--- config.mk ---
export PLATFORM = sky130hd
export DESIGN_NAME = rob_param
export DESIGN_NICKNAME = d
export VERILOG_FILES = /design/src/rtl/rob_param.sv
export SDC_FILE = /design/constraint.sdc
export NUM_CORES = 2
export LEC_CHECK = 0
export ABC_AREA = 0
export ABC_CLOCK_PERIOD_IN_PS = 9300
export CAP_MARGIN = 20
export CORE_MARGIN = 3
export CORE_UTILIZATION = 56
export CTS_CLUSTER_DIAMETER = 100
export DETAILED_ROUTE_END_ITERATION = 12
export GPL_TIMING_DRIVEN = 0
export HOLD_SLACK_MARGIN = 0.06
export PLACE_DENSITY_LB_ADDON = 0.2
export SKIP_LAST_GASP = 1
export SYNTH_ARGS = -nofsm -noshare
export SYNTH_HDL_FRONTEND = slang
export SYNTH_SLANG_ARGS = --single-unit
--- constraint.sdc ---
create_clock -name clk -period 9.3 [get_ports clk]
set_input_delay 1.395 -clock clk [delete_from_list [all_inputs] [get_ports clk]]
set_output_delay 1.395 -clock clk [all_outputs]
set_load 0.01 [all_outputs]
--- src/rtl/rob_param.sv ---
// Parametrised reorder buffer: in-order allocation, two writeback channels,
// two combinational operand lookups, single-entry in-order commit with mispredict flush.
module rob_param #(
  parameter int DEPTH = 16,
  parameter int IDX_W = 4,
  parameter int XLEN  = 32,
  parameter int REG_W = 5
) (
  input  logic             clk,
  input  logic             rst,
  input  logic             rdy,
  input  logic             issue_valid,
  input  logic [1:0]       issue_type,
  input  logic [REG_W-1:0] issue_rd,
  input  logic [XLEN-1:0]  issue_pc,
  input  logic             issue_pred_taken,
  input  logic [XLEN-1:0]  issue_value,
  output logic [IDX_W-1:0] issue_tag,
  output logic             full,
  output logic [IDX_W:0]   count,
  input  logic             wb0_valid,
  input  logic [IDX_W-1:0] wb0_tag,
  input  logic [XLEN-1:0]  wb0_value,
  input  logic             wb0_taken,
  input  logic [XLEN-1:0]  wb0_target,
  input  logic             wb1_valid,
  input  logic [IDX_W-1:0] wb1_tag,
  input  logic [XLEN-1:0]  wb1_value,
  input  logic [IDX_W-1:0] q0_tag,
  input  logic [IDX_W-1:0] q1_tag,
  output logic             q0_ready,
  output logic             q1_ready,
  output logic [XLEN-1:0]  q0_value,
  output logic [XLEN-1:0]  q1_value,
  output logic             commit_valid,
  output logic [REG_W-1:0] commit_rd,
  output logic [XLEN-1:0]  commit_value,
  output logic [IDX_W-1:0] commit_tag,
  output logic             store_commit_valid,
  output logic [IDX_W-1:0] store_commit_tag,
  output logic             flush,
  output logic [XLEN-1:0]  flush_pc
);

  localparam logic [1:0]       T_REG    = 2'd0;
  localparam logic [1:0]       T_BR     = 2'd1;
  localparam logic [1:0]       T_ST     = 2'd2;
  localparam logic [1:0]       T_DONE   = 2'd3;
  localparam logic [IDX_W:0]   CNT_ONE  = (IDX_W+1)'(1);
  localparam logic [IDX_W:0]   CNT_FULL = (IDX_W+1)'(DEPTH);
  localparam logic [IDX_W-1:0] PTR_ONE  = IDX_W'(1);
  localparam logic [XLEN-1:0]  PC_STEP  = XLEN'(4);

  logic             busy_q   [DEPTH];
  logic             ready_q  [DEPTH];
  logic [1:0]       type_q   [DEPTH];
  logic [REG_W-1:0] rd_q     [DEPTH];
  logic [XLEN-1:0]  pc_q     [DEPTH];
  logic             pred_q   [DEPTH];
  logic [XLEN-1:0]  value_q  [DEPTH];
  logic             taken_q  [DEPTH];
  logic [XLEN-1:0]  target_q [DEPTH];

  logic [IDX_W-1:0] head_q;
  logic [IDX_W-1:0] tail_q;
  logic [IDX_W:0]   cnt_q;

  logic do_alloc;
  logic do_commit;
  logic head_mispredict;

  assign issue_tag = tail_q;
  assign count     = cnt_q;
  assign full      = (cnt_q == CNT_FULL);

  // Commit decisions use registered state only: a same-cycle writeback waits a cycle.
  assign do_alloc        = issue_valid && !full;
  assign do_commit       = (cnt_q != '0) && ready_q[head_q];
  assign head_mispredict = (type_q[head_q] == T_BR) && (taken_q[head_q] != pred_q[head_q]);

  assign q0_ready = busy_q[q0_tag] && ready_q[q0_tag];
  assign q0_value = value_q[q0_tag];
  assign q1_ready = busy_q[q1_tag] && ready_q[q1_tag];
  assign q1_value = value_q[q1_tag];

  always_ff @(posedge clk) begin
    if (!rst) begin
      head_q             <= '0;
      tail_q             <= '0;
      cnt_q              <= '0;
      commit_valid       <= 1'b0;
      commit_rd          <= '0;
      commit_value       <= '0;
      commit_tag         <= '0;
      store_commit_valid <= 1'b0;
      store_commit_tag   <= '0;
      flush              <= 1'b0;
      flush_pc           <= '0;
      for (int i = 0; i < DEPTH; i++) begin
        busy_q[i]  <= 1'b0;
        ready_q[i] <= 1'b0;
      end
    end else if (!rdy) begin
      commit_valid       <= 1'b0;
      store_commit_valid <= 1'b0;
      flush              <= 1'b0;
    end else begin
      commit_valid       <= 1'b0;
      store_commit_valid <= 1'b0;
      flush              <= 1'b0;
      // The cycle after a flush is dead: the squashed producers' writebacks must not land.
      if (!flush) begin
        if (wb1_valid && busy_q[wb1_tag]) begin
          ready_q[wb1_tag] <= 1'b1;
          value_q[wb1_tag] <= wb1_value;
        end
        if (wb0_valid && busy_q[wb0_tag]) begin
          ready_q[wb0_tag]  <= 1'b1;
          value_q[wb0_tag]  <= wb0_value;
          taken_q[wb0_tag]  <= wb0_taken;
          target_q[wb0_tag] <= wb0_target;
        end
        if (do_alloc) begin
          busy_q[tail_q]   <= 1'b1;
          ready_q[tail_q]  <= (issue_type == T_DONE);
          type_q[tail_q]   <= issue_type;
          rd_q[tail_q]     <= issue_rd;
          pc_q[tail_q]     <= issue_pc;
          pred_q[tail_q]   <= issue_pred_taken;
          value_q[tail_q]  <= issue_value;
          taken_q[tail_q]  <= 1'b0;
          target_q[tail_q] <= '0;
          tail_q           <= tail_q + PTR_ONE;
        end
        if (do_commit) begin
          busy_q[head_q]  <= 1'b0;
          ready_q[head_q] <= 1'b0;
          head_q          <= head_q + PTR_ONE;
          case (type_q[head_q])
            T_REG, T_DONE: begin
              commit_valid <= 1'b1;
              commit_rd    <= rd_q[head_q];
              commit_value <= value_q[head_q];
              commit_tag   <= head_q;
            end
            T_ST: begin
              store_commit_valid <= 1'b1;
              store_commit_tag   <= head_q;
            end
            default: begin
              if (rd_q[head_q] != '0) begin
                commit_valid <= 1'b1;
                commit_rd    <= rd_q[head_q];
                commit_value <= value_q[head_q];
                commit_tag   <= head_q;
              end
            end
          endcase
        end
        case ({do_alloc, do_commit})
          2'b10:   cnt_q <= cnt_q + CNT_ONE;
          2'b01:   cnt_q <= cnt_q - CNT_ONE;
          default: cnt_q <= cnt_q;
        endcase
        // A mispredicting head squashes everything, overriding this cycle's alloc/writebacks.
        if (do_commit && head_mispredict) begin
          flush    <= 1'b1;
          flush_pc <= taken_q[head_q] ? target_q[head_q] : pc_q[head_q] + PC_STEP;
          head_q   <= '0;
          tail_q   <= '0;
          cnt_q    <= '0;
          for (int i = 0; i < DEPTH; i++) begin
            busy_q[i]  <= 1'b0;
            ready_q[i] <= 1'b0;
          end
        end
      end
    end
  end

endmodule

==> metrics.cfg <==
[status]
outcome=completed

[routing]
detail_route.wl_per_cell_um=36.20
dr.pass1.iters=8
vias=73460
drc=0
initialDrtViolationCount=13240
antenna_left=0
detail_route.vias_per_cell=7.123
totalWireLength_um=373300

[yosys]
synth.distinct_cells=72
synth_top_family_by_area=multiplexers
post_synth_edffs=1152
synth.top_cell.area_share_pct=38.00
post_synth_inst_count=7343
mappedNetlistNets=7550
post_synth_instance_area_mm2=0.09103
synth_simple_gate_area_share_pct=8.470
synthTopCellsByCount=sky130_fd_sc_hd__nand2_1, sky130_fd_sc_hd__edfxtp_1, sky130_fd_sc_hd__mux4_2
synthFlopType=sky130_fd_sc_hd__edfxtp_1
ys_warn_count=0
synth_seq_area_share_pct=52.45
synth-compound-area-share_pct=7.828
synth-async-reset-ratio_pct=0
post_synth_fa_ha_maj_area_fraction_pct=0.2282
xor_and_xnor_area_share_after_synthesis_pct=0.3271
cell_taking_the_most_area_after_synthesis=sky130_fd_sc_hd__edfxtp_1
ys_ff_latch=1809
synth_top_cells_by_area=sky130_fd_sc_hd__edfxtp_1, sky130_fd_sc_hd__mux4_2, sky130_fd_sc_hd__dfxtp_1
synth.most_common_cell=sky130_fd_sc_hd__nand2_1
synth.mux.area_fraction_pct=26.97
avg_synthesized_cell_area_um2=12.40

[pwr]
power_per_cell_area_mw_per_mm2=164.5
leakage_uw=0.03317
worst_ir_drop_vdd_v=0.0002003

[timing]
worst_clock_skew_ps=76.31
timing.fmax_mhz=120.4
tightestPinTransition_ps=1362
maxSlewHeadroom_pct=9.216
timing.final.setup_violations=0
post_route_minimum_period_ps=8305
totalNegativeSetupSlack_ps=0
rsz0062_at_grt=no
count_of_pins_over_their_slew_limit=0
final_min_period_over_clock_period_pct=89.30
final_critical_path_setup_slack_ps=995.3
hold_viol_final=0

[global_route]
grt_first_pass_wirelength_um=517600
number_of_antenna_violations_at_the_first_check_in_global_routing=41
vias_in_the_first_global_route=70030
track_usage_pct=43.91
pin_count_of_the_biggest_net_entering_global_routing=43
gr-total-overflow=0

[floorplan]
core.rowCount=147
die_height_um=409.2
floorplan.core_area_mm2=0.1611
fp.dieArea_mm2=0.1674
chipWidth_um=409.2
floorplan.initialDensity_pct=56.50
io_pins=347

[cts]
worst_skew_pair.late_latency_ps=880
cts_setup_buffers=0
h-tree-depth=4
numClockSinks=1809
max-clock-path-buffers=3
tritoncts=built
clockRootBuffer=sky130_fd_sc_hd__clkbuf_16
ctsResizeCount=0
hold_bufs_inserted_after_cts=0
path_clk_slew_ps=60
numCtsBuffers=188

[setup_path]
critPathMaxFanout=10
worst-endpoint-required_ps=10010
critPathCaptureType=register
cp.arrival_ps=9020
critPathLaunchType=register
path_class=register to register

[min_path]
hold_path.class=register to register
worstHoldStart=target_q[10][0]$_SDFFE_PP0P_

[run]
maxCapViolCount=0

[place]
io_buf_count=269
finalWeightedCongestion=1.031
dp.final_hpwl_um=260500
dpl_worst_slack_ps=1286

[final_layout]
fillers=11850
num-nets-final=8162
area.growth.synth_to_final_pct=16.13
drive_gt1_share_pct=16.94

kinds of logic (layout without fill, tap and decap cells):
group | count (synthesis) | in the layout
AND/OR/NAND/NOR | 1941 | 1941
multiplexers | 1420 | 1420
flip-flops | 1809 | 1809
other | 0 | 37
adder cells (fa/ha/maj) | 16 | 16
AO/OA/AOI/OAI | 1314 | 1314
buffers and inverters | 809 | 1581
XOR/XNOR | 34 | 34
cell type report:
| type | count | area (um2) | share of cell area (%) |
|---|---|---|---|
| Sequential cell | 1809 | 47750 | 45.17 |
| Multi-Input combinational cell | 4725 | 40000 | 37.84 |
| Timing Repair Buffer | 422 | 5361 | 5.072 |
| Clock buffer | 261 | 5306 | 5.020 |
| Buffer | 785 | 3386 | 3.203 |
| Tap cell | 2160 | 2703 | 2.557 |
| Clock inverter | 89 | 1025 | 0.9693 |
| Antenna cell | 37 | 92.59 | 0.08758 |
| Inverter | 24 | 90.09 | 0.08522 |
layout by cell type, fill, tap and decap left out, types with 13 or more instances in the layout:
master	count
sky130_fd_sc_hd__a21oi_1	588
sky130_fd_sc_hd__a221oi_1	20
sky130_fd_sc_hd__a22o_1	13
sky130_fd_sc_hd__a22oi_1	58
sky130_fd_sc_hd__a31oi_1	16
sky130_fd_sc_hd__buf_1	159
sky130_fd_sc_hd__buf_12	28
sky130_fd_sc_hd__buf_16	27
sky130_fd_sc_hd__buf_2	56
sky130_fd_sc_hd__buf_4	14
sky130_fd_sc_hd__buf_6	18
sky130_fd_sc_hd__buf_8	98
sky130_fd_sc_hd__bufinv_16	13
sky130_fd_sc_hd__clkbuf_1	564
sky130_fd_sc_hd__clkbuf_16	194
sky130_fd_sc_hd__clkbuf_4	16
sky130_fd_sc_hd__clkbuf_8	21
sky130_fd_sc_hd__clkdlybuf4s50_1	269
sky130_fd_sc_hd__clkinv_1	27
sky130_fd_sc_hd__clkinv_2	27
sky130_fd_sc_hd__dfxtp_1	657
sky130_fd_sc_hd__diode_2	37
sky130_fd_sc_hd__edfxtp_1	1152
sky130_fd_sc_hd__ha_1	15
sky130_fd_sc_hd__inv_1	22
sky130_fd_sc_hd__mux2i_1	600
sky130_fd_sc_hd__mux4_1	28
sky130_fd_sc_hd__mux4_2	789
sky130_fd_sc_hd__nand2_1	1657
sky130_fd_sc_hd__nand3_1	29
sky130_fd_sc_hd__nor2_1	146
sky130_fd_sc_hd__nor3_1	14
sky130_fd_sc_hd__o21ai_0	534
sky130_fd_sc_hd__o21ai_1	19
sky130_fd_sc_hd__xnor2_1	19
sky130_fd_sc_hd__xor2_1	15
metrics by stage:
step | util [%] | cells | power (uW) | hold WS (ps) | area (um2)
6_report | 65.61 | 10310 | 17390 | 450.2 | 105700
5_1_grt | 65.57 | 10280 | 17710 | 466.1 | 105600
4_1_cts | 65.23 | 10240 | 17310 | 450.4 | 105100
3_5_place_dp | 61.30 | 9890 | 9738 | 442.1 | 98770
3_3_place_gp | 59.85 | 9772 | 9687 | 434.4 | 96430
2_1_floorplan | - | 7343 | 9272 | 427.1 | 91030
worst max-delay path, cell delays in order (launching register included):
cell and delay (ps):
sky130_fd_sc_hd__dfxtp_1 310, sky130_fd_sc_hd__buf_2 240, sky130_fd_sc_hd__buf_6 210, sky130_fd_sc_hd__buf_6 220
sky130_fd_sc_hd__buf_4 270, sky130_fd_sc_hd__buf_6 230, sky130_fd_sc_hd__buf_2 390, sky130_fd_sc_hd__buf_2 480
sky130_fd_sc_hd__clkbuf_1 750, sky130_fd_sc_hd__buf_8 270, sky130_fd_sc_hd__buf_1 740, sky130_fd_sc_hd__mux4_2 460
sky130_fd_sc_hd__mux4_2 540, sky130_fd_sc_hd__inv_1 110, sky130_fd_sc_hd__ha_1 350, sky130_fd_sc_hd__nand2_1 320
sky130_fd_sc_hd__nor2_1 910, sky130_fd_sc_hd__nor2_1 460, sky130_fd_sc_hd__clkbuf_1 470, sky130_fd_sc_hd__a22oi_1 300
sky130_fd_sc_hd__a21oi_1 70
state kept, by name, indices dropped and copies added, names as in the netlist, named ones only:
| signal | flops |
|---|---|
| taken_q | 16 |
| pred_q | 16 |
| commit_value | 32 |
| commit_valid | 1 |
| count | 5 |
| busy_q | 16 |
| store_commit_valid | 1 |
| issue_tag | 4 |
| type_q | 32 |
| flush | 1 |
| ready_q | 16 |
| commit_tag | 4 |
| head_q | 4 |
| target_q | 512 |
| commit_rd | 5 |
| store_commit_tag | 4 |
| flush_pc | 32 |
| value_q | 512 |
| rd_q | 80 |
| pc_q | 512 |
where the power goes:
part / internal (uW) / total [uW] / switching, uW
registers: 8550 / 8570 / 15.2
clock network: 4380 / 7770 / 3390
logic: 415 / 1050 / 633
path summary, 6_finish.rpt:
kind,end,slack [ps],depth (start not counted)
setup / recovery,busy_q[11]$_SDFF_PP0_,1000,20
hold / removal,target_q[10][0]$_SDFFE_PP0P_,450,2
setup reg to reg,busy_q[11]$_SDFF_PP0_,1000,20
hold reg to reg,target_q[10][0]$_SDFFE_PP0P_,450,2
per-layer routing:
layer  global-route usage, %  wire length (um)
met1                   54.29            123000
met2                   62.12            156600
met3                   19.50             61600
met4                   29.71             31730
met5                  0.3736               327
Note: power is estimated with default switching activity, not from simulation.
